===== src/rtl/sp_ram_clr_pkg.sv =====
// ---------------------------------------------------------------------------
// sp_ram_clr_pkg
// Shared definitions for the clearable single-port RAM:
//   - read-during-write mode encodings for the RDW_MODE parameter
//   - clear-engine FSM state encoding
// ---------------------------------------------------------------------------
package sp_ram_clr_pkg;

    localparam int RDW_READ_FIRST  = 0;
    localparam int RDW_WRITE_FIRST = 1;
    localparam int RDW_NO_CHANGE   = 2;

    typedef enum logic {
        ST_CLEAR = 1'b0,
        ST_IDLE  = 1'b1
    } state_t;

endpackage


===== src/rtl/sp_ram_core.sv =====
// ---------------------------------------------------------------------------
// sp_ram_core
// Bare single-port array: one write port and one registered read port, in
// the shape synthesis maps onto block RAM. The read is read-first: a read
// and a write to the same address on the same edge return the old word.
// Ports:
//   i_clk    clock, rising edge
//   i_rst    async active-high reset of the read register only
//   i_we     write enable
//   i_re     read enable (read register holds when low)
//   i_addr   word address
//   i_wdata  write data
//   o_rdata  registered read data
// ---------------------------------------------------------------------------
module sp_ram_core #(
    parameter int DATA_W = 4,
    parameter int ADDR_W = 4
) (
    input  logic              i_clk,
    input  logic              i_rst,
    input  logic              i_we,
    input  logic              i_re,
    input  logic [ADDR_W-1:0] i_addr,
    input  logic [DATA_W-1:0] i_wdata,
    output logic [DATA_W-1:0] o_rdata
);

    logic [DATA_W-1:0] r_mem [0:(1<<ADDR_W)-1];
    logic [DATA_W-1:0] r_rdata;

    always_ff @(posedge i_clk) begin
        if (i_we) begin
            r_mem[i_addr] <= i_wdata;
        end
    end

    // Output-register reset is supported by block RAM primitives and gives
    // the top a defined zero on read_data after reset.
    always_ff @(posedge i_clk or posedge i_rst) begin
        if (i_rst) begin
            r_rdata <= '0;
        end else if (i_re) begin
            r_rdata <= r_mem[i_addr];
        end
    end

    assign o_rdata = r_rdata;

endmodule


===== src/rtl/sp_ram_clr.sv =====
// ---------------------------------------------------------------------------
// sp_ram_clr
// Single-port synchronous RAM with valid/ready request port, selectable
// read-during-write behaviour, optional output register and a clear engine
// that writes INIT_VAL to every word after reset or on a clear command.
// Ports:
//   clk         clock, rising edge
//   rst         async active-high reset
//   clear       single-cycle request to re-initialise the array (IDLE only)
//   req_valid   request present
//   req_ready   request accepted when req_valid & req_ready
//   write_en    1 = write, 0 = read
//   address     word address
//   write_data  write payload
//   read_data   response data (holds between responses)
//   read_valid  one-cycle pulse per response
//   busy        clear engine active
// ---------------------------------------------------------------------------
module sp_ram_clr
    import sp_ram_clr_pkg::*;
#(
    parameter int                DATA_W   = 4,
    parameter int                ADDR_W   = 4,
    parameter int                RDW_MODE = 0,
    parameter int                OUT_REG  = 0,
    parameter logic [DATA_W-1:0] INIT_VAL = '0
) (
    input  logic              clk,
    input  logic              rst,
    input  logic              clear,
    input  logic              req_valid,
    output logic              req_ready,
    input  logic              write_en,
    input  logic [ADDR_W-1:0] address,
    input  logic [DATA_W-1:0] write_data,
    output logic [DATA_W-1:0] read_data,
    output logic              read_valid,
    output logic              busy
);

    state_t            r_state;
    state_t            w_state_nxt;
    logic [ADDR_W-1:0] r_cnt;
    logic [ADDR_W-1:0] w_cnt_nxt;

    logic              w_accept;
    logic              w_resp;
    logic              w_core_we;
    logic [ADDR_W-1:0] w_core_addr;
    logic [DATA_W-1:0] w_core_wdata;
    logic [DATA_W-1:0] w_core_q;

    logic              r_vld_p1;
    logic              r_wsel_p1;
    logic [DATA_W-1:0] r_wdata_p1;
    logic [DATA_W-1:0] w_rdata_p1;

    always_ff @(posedge clk or posedge rst) begin
        if (rst) begin
            r_state <= ST_CLEAR;
            r_cnt   <= '0;
        end else begin
            r_state <= w_state_nxt;
            r_cnt   <= w_cnt_nxt;
        end
    end

    // A clear seen while already sweeping is ignored so the sweep length is
    // always exactly one pass over the array.
    always_comb begin
        w_state_nxt = r_state;
        w_cnt_nxt   = r_cnt;
        case (r_state)
            ST_CLEAR: begin
                w_cnt_nxt = r_cnt + 1'b1;
                if (r_cnt == '1) begin
                    w_state_nxt = ST_IDLE;
                end
            end
            ST_IDLE: begin
                if (clear) begin
                    w_state_nxt = ST_CLEAR;
                    w_cnt_nxt   = '0;
                end
            end
            default: begin
                w_state_nxt = ST_CLEAR;
                w_cnt_nxt   = '0;
            end
        endcase
    end

    assign busy      = (r_state == ST_CLEAR);
    assign req_ready = (r_state == ST_IDLE) & ~clear;
    assign w_accept  = req_valid & req_ready;

    // Every read responds; a write responds unless the mode is NO_CHANGE.
    assign w_resp = w_accept & (~write_en | (RDW_MODE != RDW_NO_CHANGE));

    assign w_core_we    = busy | (w_accept & write_en);
    assign w_core_addr  = busy ? r_cnt : address;
    assign w_core_wdata = busy ? INIT_VAL : write_data;

    sp_ram_core #(
        .DATA_W (DATA_W),
        .ADDR_W (ADDR_W)
    ) u_core (
        .i_clk   (clk),
        .i_rst   (rst),
        .i_we    (w_core_we),
        .i_re    (w_resp),
        .i_addr  (w_core_addr),
        .i_wdata (w_core_wdata),
        .o_rdata (w_core_q)
    );

    // ---- stage p1: response from the array, one edge after acceptance ----
    // WRITE_FIRST is built on the read-first core by steering the response to
    // the captured write payload. Select and payload only move on a response,
    // so the muxed value holds between responses.
    always_ff @(posedge clk or posedge rst) begin
        if (rst) begin
            r_vld_p1  <= 1'b0;
            r_wsel_p1 <= 1'b0;
        end else begin
            r_vld_p1 <= w_resp;
            if (w_resp) begin
                r_wsel_p1 <= write_en & (RDW_MODE == RDW_WRITE_FIRST);
            end
        end
    end

    always_ff @(posedge clk) begin
        if (w_resp) begin
            r_wdata_p1 <= write_data;
        end
    end

    assign w_rdata_p1 = r_wsel_p1 ? r_wdata_p1 : w_core_q;

    // ---- stage p2: optional output register ----
    generate
        if (OUT_REG != 0) begin : g_out_reg
            logic [DATA_W-1:0] r_rdata_p2;
            logic              r_vld_p2;

            always_ff @(posedge clk or posedge rst) begin
                if (rst) begin
                    r_rdata_p2 <= '0;
                    r_vld_p2   <= 1'b0;
                end else begin
                    r_rdata_p2 <= w_rdata_p1;
                    r_vld_p2   <= r_vld_p1;
                end
            end

            assign read_data  = r_rdata_p2;
            assign read_valid = r_vld_p2;
        end else begin : g_no_out_reg
            assign read_data  = w_rdata_p1;
            assign read_valid = r_vld_p1;
        end
    endgenerate

endmodule


===== config.mk =====
export PLATFORM = sky130hd
export DESIGN_NAME = sp_ram_clr
export DESIGN_NICKNAME = d
export VERILOG_FILES = /design/src/rtl/sp_ram_clr_pkg.sv /design/src/rtl/sp_ram_core.sv /design/src/rtl/sp_ram_clr.sv
export SDC_FILE = /design/constraint.sdc
export NUM_CORES = 1
export LEC_CHECK = 0
export ABC_AREA = 1
export CAP_MARGIN = 25
export CORE_MARGIN = 3
export CORE_UTILIZATION = 50
export CTS_CLUSTER_DIAMETER = 120
export DETAILED_ROUTE_END_ITERATION = 7
export PLACE_DENSITY = 0.69
export RECOVER_POWER = 25
export SKIP_LAST_GASP = 1
export SYNTH_ARGS = -nofsm -noshare
export SYNTH_HDL_FRONTEND = slang
export SYNTH_SLANG_ARGS = --single-unit

===== constraint.sdc =====
create_clock -name clk -period 5.4 [get_ports clk]
set_clock_uncertainty 0.2 [all_clocks]
set_input_delay 0.81 -clock clk [delete_from_list [all_inputs] [get_ports clk]]
set_output_delay 0.81 -clock clk [all_outputs]
set_load 0.05 [all_outputs]

Yosys cells after proc, flatten, opt, wreduce, memory -nomap -nowiden
Memories as Yosys holds them, arrays and structs flattened. A register that Yosys moved wholly into a read port is not among the register bits.
Cells that the tools add are included.
{ "word_totals": {"regBits": 6, "out_inout_bits": 7, "memories": 1, "ram_bits": 64, "input_bits": 13} }
{ "mem_list": {"columns": ["name", "words", "width", "rd", "rd_clocked_by_memory_dff", "write_ports", "line", "text"], "rows": [
  ["u_core.r_mem", 16, 4, 1, 1, 1, "sp_ram_core.sv:28", "logic [DATA_W-1:0] r_mem [0:(1<<ADDR_W)-1];"]
]} }
{ "classes": {"n_eq_ne": 2, "n_addsub": 1, "bitwise_logic": 6, "muxes": 9} }
{ "op_table": {"columns": ["operator", "count"], "rows": [
  ["4-bit 2-to-1 mux", 3],
  ["4-bit one-hot mux with 2 select lines", 1],
  ["4-bit by 1-bit adder with 4-bit output (second input constant)", 1],
  ["4-bit == test (second input constant)", 1],
  ["1-bit 2-to-1 mux", 4],
  ["1-bit AND", 3],
  ["2-bit inequality test (second input constant)", 1],
  ["1-bit NOT", 2],
  ["1-bit one-hot mux with 2 select lines", 1],
  ["1-bit OR", 1]
]} }

Logic depth before layout (Yosys ltp)
Gate-level depths: netlist of the first run.
{ "logic_depth": {"ltp_word": 7, "depth_mapped": 13} }

Cells and area by module
Synthesis of the first run repeated with hierarchy kept, for this count alone.
{ "unflattened": {"cells_unflattened": 333, "area_unflattened_um2": 3345.7} }
{ "by_module_without_submodules": {"columns": ["module", "cells_each", "area_per_inst_um2", "instances"], "rows": [
  ["sp_ram_core", 276, 2955.3, 1],
  ["sp_ram_clr", 57, 390.4, 1]
]} }

Least setup slack after synthesis of the first run
OpenSTA, ideal clock, no wires.
{ "synth_timing": {"kind": "input-to-reg", "start": "input port clear", "end": "memory u_core.r_mem[6][0] (enable)", "stages": 7, "setup_time_ps": 329, "t_arrival_ps": 2028, "path_slack_ps": 2843, "n_path_buf": 0, "path_cell_list": "nor2_2 > nand2_1 > inv_2 > nand2_1 > nand2_1 > nand3_1 > nor2_1"} }
{ "synth_between": {"elab_chain_len": 7} }
{ "synth_lines": {"columns": ["item", "line", "text"], "rows": [
  ["start: declaration", "sp_ram_clr.sv:30", "input logic clear,"],
  ["1-bit NOT", "sp_ram_clr.sv:94", "assign req_ready = (r_state == ST_IDLE) & ~clear;"],
  ["1-bit AND", "sp_ram_clr.sv:94", null],
  ["1-bit AND", "sp_ram_clr.sv:95", "assign w_accept = req_valid & req_ready;"],
  ["net u_core.i_re", "sp_ram_core.sv:22", "input logic i_re,"],
  ["1-bit AND", "sp_ram_clr.sv:100", "assign w_core_we = busy | (w_accept & write_en);"],
  ["1-bit OR", "sp_ram_clr.sv:100", null],
  ["1-bit 2-to-1 mux", "sp_ram_core.sv:32", "if (i_we) begin"],
  ["1-bit 2-to-1 mux (implied by the code)", "sp_ram_core.sv:33", "r_mem[i_addr] <= i_wdata;"],
  ["end: declaration", "sp_ram_core.sv:28", null]
]} }
The timed path passes the listed nets, and every way through them passes these cells.

Worst setup path after layout of the first run
{ "layout_timing": {"start": "input port clear", "end": "output port req_ready"} }
{ "layout_between": {"elab_chain_len": 2} }
{ "layout_lines": {"columns": ["item", "line", "text"], "rows": [
  ["1-bit NOT", "sp_ram_clr.sv:94", null],
  ["1-bit AND", "sp_ram_clr.sv:94", null],
  ["end: declaration", "sp_ram_clr.sv:32", "output logic req_ready,"]
]} }
No other way between the ends.

==> results.md, run 1 <==
* Post-DP HPWL at 4520 um
* Drt total wl at 6760 um
* TritonCTS clock tree: built
* Hold slack at 385 ps
* Rows at 29
* Largest net degree at the start of global routing at 23
* GRT Resource Usage Total at 0.196
* Post-synth top area share at 0.573
* Cts hold-fix bufs at 0
* Cells after synthesis at 339
* Post-route cell area at 3820 um2
* Fin crit period at 3380 ps
* Die height at 87.9 um
* Final Util at 0.595
* Post-CTS Setup Inserts at 0
* Initial Util at 0.523
* Number of synthesis warnings at 0
* Status: completed
* TNS Setup at 0 ps
* Synth Register Bits at 74
* Worst vdd ir at 0.213 mV
* DRT iter0 DRCs at 121
* R2R cell count at 8
* CTS Buf Count at 9
* Layout area overhead at 13.9%
* WP data required at 4390 ps
* First-pass GRT wire length at 10,900 um
* Max Used Layer: met4
* WS Path Type: input port to output port
* F_max at 0.295 GHz
* Layout cells sized above 1 at 0.0932
* Relative slew slack at 0.600
* Antenna diodes at 0
* Cell taking the most area after synthesis: edfxtp_1
* HP Class: flip-flop to flip-flop
* Nets@finish at 374
* Core area at 6420 um2
* Die Width at 87.9 um
* Commonest non-fill, non-tap cells in the layout: nand2_1, edfxtp_1, nand3_1, nor2_1, inv_1
* Arrival time at the worst endpoint at 2370 ps
* Num Clock Sinks at 74
* Cell area after placement at 3560 um2
* Final Hold Fails at 0
* Slew @ Worst Pin at 600 ps
* DRC at 0
* CTS root buffer: clkbuf_8
* Clock tree buffer depth at 2
* Post-synth cell types at 22
* WL met2 at 3070 um
* Leakage power at 1.63 nW
* Pwr dens at 675 nW/um2
* # IOs at 20
* Port buffer count at 19
* Largest fanout on the critical path at 3
* Met1 WL at 3130 um
* Setup crit end kind: output port
* R2R Path End: u_core.r_mem[10][0]
* Final Setup Violations at 0
* Hold depth at 3
* Hold Path Sink: u_core.o_rdata[0]
* Register area share after synthesis at 0.647
* Total congestion overflow at 0
* Synth area leaders: edfxtp_1, nand2_1, dfrtp_1, nand3_1, nor2_1
* WL/cell at 15.3 um
* Initial antenna violation count at 0
* Final Cycle Share at 0.627
* Die area at 7730 um2
* Clk Latency, worst-skew pair at 350 ps
* RSZ-0062 raised after global routing: false
* Routed Antenna Nets at 0
* Netlist Area Pre-Place at 3360 um2
* First-pass detailed-route iteration total at 4
* Worst reg-to-reg setup slack at 2750 ps
* WL met3 at 444 um
* Leading cell type in the layout, fill and taps excluded: nand2_1
* Max Slew Vio Count at 0
* Power Total at 2.58 mW
* Routability cong. at 0.838
* Worst setup SP type: input port
* Hold Crit Start: u_core.o_rdata[0]
* # H-tree levels at 3
* Post-CTS sizing at 0
* Vias in the first global route at 2,178
* Net count after synthesis at 353
* Max Cap Viol at 0
* Number of vias per cell at 5.06
* Syn Area/Cell at 9.90 um2
* Reg clk slew, reported paths at 80 ps
* Vias post-DR at 2,237
* Worst reg2reg path startpoint: r_state
[cell usage after synthesis]
| cell type | n |
|---|---|
| nand2_2 | 2 |
| ha_1 | 1 |
| nor2_2 | 4 |
| o21ai_2 | 2 |
| inv_1 | 21 |
| buf_6 | 5 |
| inv_2 | 3 |
| inv_6 | 1 |
| or2_2 | 4 |
| a21oi_1 | 1 |
| o21ai_1 | 1 |
| buf_2 | 2 |
| nand4_1 | 1 |
| buf_4 | 3 |
| o21ai_0 | 5 |
| nand3_1 | 35 |
| nand2_4 | 4 |
| nor3b_1 | 1 |
| nor2_1 | 25 |
| edfxtp_1 | 64 |
| nand2_1 | 144 |
| dfrtp_1 | 10 |
[per-stage QoR]
step                      setup slack [ps]  cells
after floorplan                       2840    339
after global placement                2190    426
after detailed placement              2180    426
after CTS                             2180    442
after global routing                  1930    442
final                                 2020    442
[cell type report]
class	count	area, um2
fill	530	2600
sequential	74	2170
multi-input combinational	230	993
timing repair buffer	20	198
clock inverter	7	141
clock buffer	9	124
inverter	25	98.8
tap	77	96.3
[layer usage]
layer	vias to the layer above	global-route usage
met5	-	0
met4	0	0.109
met3	10	0.0320
met2	75	0.307
met1	1007	0.261
li1	1145	-
[worst max path at each step]
stage,slack [ps],startpoint,endpoint
after floorplan,2840,clear,u_core.r_mem[6][0]
after global placement,2190,clear,req_ready
after detailed placement,2180,clear,req_ready
after CTS,2180,clear,req_ready
after global routing,1930,clear,req_ready
final,2020,clear,req_ready
[critical path, stage by stage]
cell             delay (ps)
dlygate4sd3_1           550
nor2_1                  180
clkdlybuf4s50_1         830
[kinds of logic after synthesis]
| logic type | after synthesis | synth area share |
|---|---|---|
| and+or+nand+nor | 220 | 0.277 |
| DFF | 74 | 0.647 |
| buffers and inverters | 35 | 0.0559 |
| AOI/OAI and AO/OA | 9 | 0.0157 |
| adders and majority gates | 1 | 0.00373 |
[sequential cells by signal, summed over array words and instances, names as in the netlist]
signal          cells
r_cnt               4
u_core.r_mem       64
read_valid          1
u_core.o_rdata      4
r_state             1
[where the power goes]
part / switching (mW) / internal, mW
clock network: 0.206 / 0.353
logic: 0.795 / 0.318
registers: 0.0707 / 0.838
Power figures use the tool's default switching activity.
==> run 2: changes to the inputs <==
--- a/config.mk
+++ b/config.mk
@@ -11,7 +11,7 @@
 export CORE_UTILIZATION = 50
 export CTS_CLUSTER_DIAMETER = 120
 export DETAILED_ROUTE_END_ITERATION = 7
-export PLACE_DENSITY = 0.69
+export PLACE_DENSITY = 0.72
 export RECOVER_POWER = 25
 export SKIP_LAST_GASP = 1
 export SYNTH_ARGS = -nofsm -noshare
==> constraint.sdc (replaced) <==
create_clock -name clk -period 2.78 [get_ports clk]
set_clock_uncertainty 0.2 [all_clocks]
set_input_delay 0.417 -clock clk [delete_from_list [all_inputs] [get_ports clk]]
set_output_delay 0.417 -clock clk [all_outputs]
set_load 0.05 [all_outputs]
==> run 2 against run 1 <==
Compared with the run above: sequential share of layout area increased by 0.89 points; largest power group unchanged; highest routed layer unchanged; core utilization fell by 0.92 points; power up 87%.
==> results.md, run 2 (synthesis results as in run 1) <==
* # IOs at 20 (unchanged)
* Post-route cell area at 3760 um2 (-1.5%)
* Post-DP HPWL at 4820 um (+6.7%)
* Leakage power at 1.61 nW (-1.5%)
* Rows at 29 (unchanged)
* Max reg flops at 64 (unchanged)
* Gate power share at 0.475 (+0.044)
* First-pass detailed-route iteration total at 5 (+1)
* Vias post-DR at 2,350 (+5.1%)
* TritonCTS clock tree: built
* Num Clock Sinks at 74 (unchanged)
* Core area at 6420 um2 (unchanged)
* Clk Latency, worst-skew pair at 340 ps (about the same)
* Cell area after placement at 3580 um2 (+0.56%)
* WS Path Type: flip-flop to flip-flop
* Final Setup Violations at 0 (unchanged)
* Port buffer count at 19 (unchanged)
* DRC at 0 (unchanged)
* Final Cycle Share at 0.861
* Antenna diodes at 0 (unchanged)
* Max Slew Vio Count at 0 (unchanged)
* TNS Setup at 0 ps (unchanged)
* Largest net degree at the start of global routing at 23 (unchanged)
* HP Class: input port to asynchronous set/reset pin
* Post-CTS Setup Inserts at 0 (unchanged)
* Largest fanout on the critical path at 10 (+7)
* Cell Int Power at 2.68 mW (+78%)
* RSZ-0062 raised after global routing: false
* Clock tree buffer depth at 2 (unchanged)
* Commonest non-fill, non-tap cells in the layout: nand2_1, edfxtp_1, nand3_1, nor2_1, inv_1
* GRT Resource Usage Total at 0.203 (+0.00711)
* Leading cell type in the layout, fill and taps excluded: nand2_1
* CTS root buffer: clkbuf_8
* WP data required at 2600 ps (-1790 ps)
* # H-tree levels at 3 (unchanged)
* Setup crit end kind: flip-flop
* Initial Util at 0.523 (unchanged)
* Clock share of power at 0.162 (-0.055)
* First-pass GRT wire length at 11,300 um (+3.7%)
* Fin crit period at 2390 ps
* Post-CTS sizing at 0 (unchanged)
* Slew @ Worst Pin at 618 ps (+18.2 ps)
* Slowest cell on the critical path: dfrtp_1
* Switching Share at 0.443 (+0.0275)
* Routability cong. at 0.809 (-3.4%)
* Reg clk slew, reported paths at 70 ps (about the same)
* Number of vias per cell at 5.28 (+4.3%)
* Slowest stage delay, CP at 460 ps (-370 ps)
* Pwr dens at 1280 nW/um2 (+90%)
* Top reg by flops: u_core.r_mem
* Drt total wl at 7150 um (+5.7%)
* Die Width at 87.9 um (unchanged)
* Total congestion overflow at 0 (unchanged)
* Worst-path cell chain: inv_6 > nor2_1 > nand2_1 > inv_1 > nand2_1 > nand2_1 > nand3_1 > nor2_1
* Worst setup SP type: flip-flop
* F_max at 0.418 GHz
* Max Cap Viol at 0 (unchanged)
* Routed Antenna Nets at 0 (unchanged)
* DRT iter0 DRCs at 166 (+37%)
* Final Hold Fails at 0 (unchanged)
* Worst vdd ir at 0.520 mV (+140%)
* Initial antenna violation count at 0 (unchanged)
* Vias in the first global route at 2,241 (+2.9%)
* Cts hold-fix bufs at 0 (unchanged)
* Die area at 7730 um2 (unchanged)
* Nets@finish at 377 (+0.80%)
* Die height at 87.9 um (unchanged)
* Final Util at 0.586 (-0.00916)
* Reg area at 2170 um2 (unchanged)
* Psw at 2.13 mW (+99%)
* Arrival time at the worst endpoint at 2210 ps (-160 ps)
* CTS Buf Count at 9 (unchanged)
* Layout area overhead at 12.2%
* Status: completed
* Most Frequent Cell on Critical Path: nand2_1
* Sequential share of power at 0.363 (+0.011)
* Fillers at 553 (+4.3%)
* WL/cell at 16.1 um (+5.0%)
* Area of the multi-input gates at 993 um2 (unchanged)
* Relative slew slack at 0.588 (-0.0122)
* Layout cells sized above 1 at 0.0978 (+0.00468)
## run 2: changes by cell type in the layout (fill, tap and decap cells not counted)
| cell | change |
|---|---|
| buf_4 | +4 |
| bufinv_16 | -3 |
| dlygate4sd3_1 | -3 |
| clkbuf_1 | +2 |
| clkdlybuf4s50_1 | +2 |
| clkinv_2 | +1 |
| clkinv_4 | -1 |
| clkinvlp_4 | +1 |
## run 2: metal layers
| layer | share of wire | track usage | up-vias |
|---|---|---|---|
| li1 | - | - | 1151 |
| met1 | 0.44 | 0.278 | 1075 |
| met2 | 0.46 | 0.314 | 117 |
| met3 | 0.083 | 0.0546 | 7 |
| met4 | 0.017 | 0.0739 | 0 |
| met5 | 0 | 0 | - |
## run 2: path summary, 6_finish.rpt
| path | from | to | slack [ps] | cells past startpoint |
|---|---|---|---|---|
| worst max-delay path | r_state | u_core.r_mem[11][0] | 390 | 8 |
| worst min-delay path | rst | r_cnt[0] | 300 | 2 |
| worst max register to register | r_state | u_core.r_mem[11][0] | 390 | 8 |
| worst min register to register | u_core.o_rdata[2] | u_core.o_rdata[2] | 400 | 3 |
| max in group asynchronous | rst | u_core.o_rdata[3] | 1790 | 2 |
| min in group clk | u_core.o_rdata[2] | u_core.o_rdata[2] | 400 | 3 |
## run 2: area by class of cell
| class | count | share of cell area |
|---|---|---|
| sequential | 74 | 0.577 |
| multi-input combinational | 230 | 0.264 |
| timing repair buffer | 23 | 0.0578 |
| clock buffer | 11 | 0.0349 |
| inverter | 25 | 0.0263 |
| tap | 77 | 0.0256 |
| clock inverter | 5 | 0.0146 |
## run 2: power groups by stage
stage | Combinational [mW] | Sequential [mW] | Clock, mW
3_3_place_gp | 2.24 | 1.76 | 0
5_1_grt | 2.54 | 1.77 | 0.862
2_1_floorplan | 1.66 | 1.84 | 0
4_1_cts | 2.28 | 1.75 | 0.796
6_report | 2.29 | 1.75 | 0.782
3_5_place_dp | 2.27 | 1.77 | 0
## run 2: worst max-delay path: cells and delay by family, from the launching register on
kind | cells | cell delay (ps)
buffers and inverters | 2 | 300
DFF | 1 | 460
and+or+nand+nor | 6 | 1110
## run 2: metrics by stage
stage / hold slack [ps] / setup slack (ps) / instances / total power [mW]
floorplan: 57.2 / 493 / 339 / 3.50
global placement: 387 / 214 / 429 / 4.00
detailed placement: 383 / 174 / 429 / 4.04
CTS: 184 / 414 / 445 / 4.83
global route: 328 / 185 / 445 / 5.18
finish: 304 / 386 / 445 / 4.82
==> run 3: changes to the inputs <==
==> constraint.sdc (replaced) <==
create_clock -name clk -period 2 [get_ports clk]
set_clock_uncertainty 0.2 [all_clocks]
set_input_delay 0.3 -clock clk [delete_from_list [all_inputs] [get_ports clk]]
set_output_delay 0.3 -clock clk [all_outputs]
set_load 0.05 [all_outputs]
==> run 3 against run 2 <==
Compared with the run above: final cell count increased by 5.2%; core utilization up 5.8 points; sequential share of layout area decreased by 5.2 points; clock power rose by 39%; register-to-register slack got worse by 340 ps; first-iteration DRC count up 6.0%; cell area is 9.9% higher; worst hold slack got worse by 130 ps; die area unchanged; sequential power increased by 38%; non-clock buffer count rose by 23; clock-buffer cell count decreased by 2.
==> results.md, run 3 (synthesis results as in run 1) <==
* CP Buf/Inv Count at 2 (unchanged)
* WP data required at 1840 ps (-760 ps)
* Layout area overhead at 23.3%
* Worst setup SP type: flip-flop
* Total congestion overflow at 0 (unchanged)
* Switching Share at 0.441 (-0.00190)
* RSZ-0062 raised after global routing: true
* Largest net degree at the start of global routing at 17 (-26%)
* Reg clk slew, reported paths at 80 ps (about the same)
* WL/cell at 16.1 um (+0.46%)
* Worst-path cell chain: buf_12 > nand2_1 > o21ai_2 > buf_6 > nor2_2 > nand2_2 > nor2_2
* Status: completed
* R2R cell count at 7 (-1)
* Worst reg2reg path startpoint: r_state
* Hold slack at 173 ps (-131 ps)
* R2R Path End: u_core.r_mem[5][0]
* Die Width at 87.9 um (unchanged)
* Port buffer count at 19 (unchanged)
* Final Setup Violations at 0 (unchanged)
* Slew @ Worst Pin at 501 ps (-117 ps)
* CTS Buf Count at 9 (unchanged)
* Number of vias per cell at 5.16 (-2.4%)
* Worst path depth at 7 (-1)
* CP Capture Point: u_core.r_mem[5][0]
* First-pass GRT wire length at 11,800 um (+4.5%)
* Clk Latency, worst-skew pair at 350 ps (about the same)
* Crit path from: r_state
* Post-CTS Setup Inserts at 0 (unchanged)
* Antenna diodes at 0 (unchanged)
* Routed Antenna Nets at 0 (unchanged)
* HP Class: input port to asynchronous set/reset pin
* Fin crit period at 1950 ps (-443 ps)
* Largest fanout on the critical path at 15 (+5)
* # H-tree levels at 3 (unchanged)
* Rows at 29 (unchanged)
* Relative slew slack at 0.665 (+0.0779)
* Psw at 3.35 mW (+57%)
* Gate power share at 0.538 (+0.063)
* GRT Resource Usage Total at 0.212 (+0.00876)
* Drt total wl at 7550 um (+5.7%)
* Num Clock Sinks at 74 (unchanged)
* Cell Int Power at 4.25 mW (+58%)
* Post-DP HPWL at 5230 um (+8.3%)
* Fillers at 484 (-12%)
* CTS root buffer: clkbuf_8
* DRT iter0 DRCs at 176 (+6.0%)
* Routability cong. at 0.817 (+1.0%)
* First-pass detailed-route iteration total at 4 (-1)
* Max reg flops at 64 (unchanged)
* Most Frequent Cell on Critical Path: nor2_2
* WS Path Type: flip-flop to flip-flop
* Clock share of power at 0.144 (-0.018)
* Pwr dens at 1840 nW/um2 (+44%)
* Final Hold Fails at 0 (unchanged)
* Worst vdd ir at 0.647 mV (+24%)
* Initial antenna violation count at 0 (unchanged)
* Sequential share of power at 0.318 (-0.045)
* # IOs at 20 (unchanged)
* Cts hold-fix bufs at 0 (unchanged)
* Vias post-DR at 2,413 (+2.7%)
* Arrival time at the worst endpoint at 1790 ps (-420 ps)
* Final Cycle Share at 0.975 (+0.114)
* Slowest cell on the critical path: dfrtp_1
* TritonCTS clock tree: built
* Setup crit end kind: flip-flop
* Initial Util at 0.523 (unchanged)
* Max Cap Viol at 0 (unchanged)
* Post-place setup slack at -134 ps (-308 ps)
* Vias in the first global route at 2,332 (+4.1%)
* Clock tree buffer depth at 2 (unchanged)
* Leading cell type in the layout, fill and taps excluded: nand2_1
* DRC at 0 (unchanged)
* Core area at 6420 um2 (unchanged)
* Max Slew Vio Count at 0 (unchanged)
* Slowest stage delay, CP at 400 ps (-60 ps)
* Worst reg-to-reg setup slack at 50 ps (-340 ps)
* Layout cells sized above 1 at 0.217 (+0.120)
* Die area at 7730 um2 (unchanged)
* Leakage power at 1.79 nW (+11%)
* Power Total at 7.60 mW (+58%)
* F_max at 0.513 GHz (+23%)
* Commonest non-fill, non-tap cells in the layout: nand2_1, edfxtp_1, nand3_1, buf_4, inv_1
* Top reg by flops: u_core.r_mem
* Nets@finish at 400 (+6.1%)
* Setup WS post-layout at 49.6 ps (-337 ps)
* Top cell family by delay on the critical path: simple AND/OR/NAND/NOR gates
* Die height at 87.9 um (unchanged)
## run 3: worst min-delay path by stage
| stage | to | depth (start not counted) | slack (ps) | from |
|---|---|---|---|---|
| global placement | r_state | 2 | 360 | r_cnt[3] |
| floorplan | r_cnt[0] | 1 | -60 | rst |
| detailed placement | r_state | 2 | 380 | r_cnt[3] |
| global route | u_core.o_rdata[1] | 2 | 230 | rst |
| CTS | u_core.o_rdata[1] | 2 | 50 | rst |
| finish | u_core.o_rdata[1] | 2 | 170 | rst |
## run 3: cell type report
type                            instances  area (um2)  area share
Clock buffer                            9         124      0.0299
Clock inverter                          7        58.8      0.0142
Inverter                               25         101      0.0245
Multi-Input combinational cell        230        1140       0.275
Sequential cell                        74        2170       0.525
Tap cell                               77        96.3      0.0233
Timing Repair Buffer                   46         447       0.108
## run 3: per-layer routing
layer  routed length [um]  part of all wire  up-vias  GRT usage
met2                 3650              0.48       69      0.349
met5                    0                 0        -          0
li1                     -                 -     1200          -
met3                  405             0.054       12     0.0470
met4                  150             0.020        0     0.0851
met1                 3340              0.44     1132      0.273
## run 3: power groups by stage
stage | clock network, mW | logic [mW] | registers [mW]
after CTS | 1.10 | 4.03 | 2.42
after floorplan | 0 | 2.64 | 2.55
after global routing | 1.17 | 4.52 | 2.45
final | 1.09 | 4.09 | 2.42
after global placement | 0 | 3.97 | 2.43
after detailed placement | 0 | 4.03 | 2.45
## run 3: repair_timing
action | CTS | global route
endpoints found under the setup margin | 2 | 34
gates cloned | 0 | 0
resized for setup | 2 | 9
## run 3: metrics by stage
step / std cells / TNS [ps] / cell area, um2 / utilization
detailed placement: 452 / -4610 / 3930 / 0.612
global placement: 452 / -3750 / 3930 / 0.612
CTS: 468 / 0 / 4110 / 0.640
finish: 468 / 0 / 4140 / 0.644
floorplan: 339 / -1960 / 3480 / -
global route: 468 / -284 / 4140 / 0.644
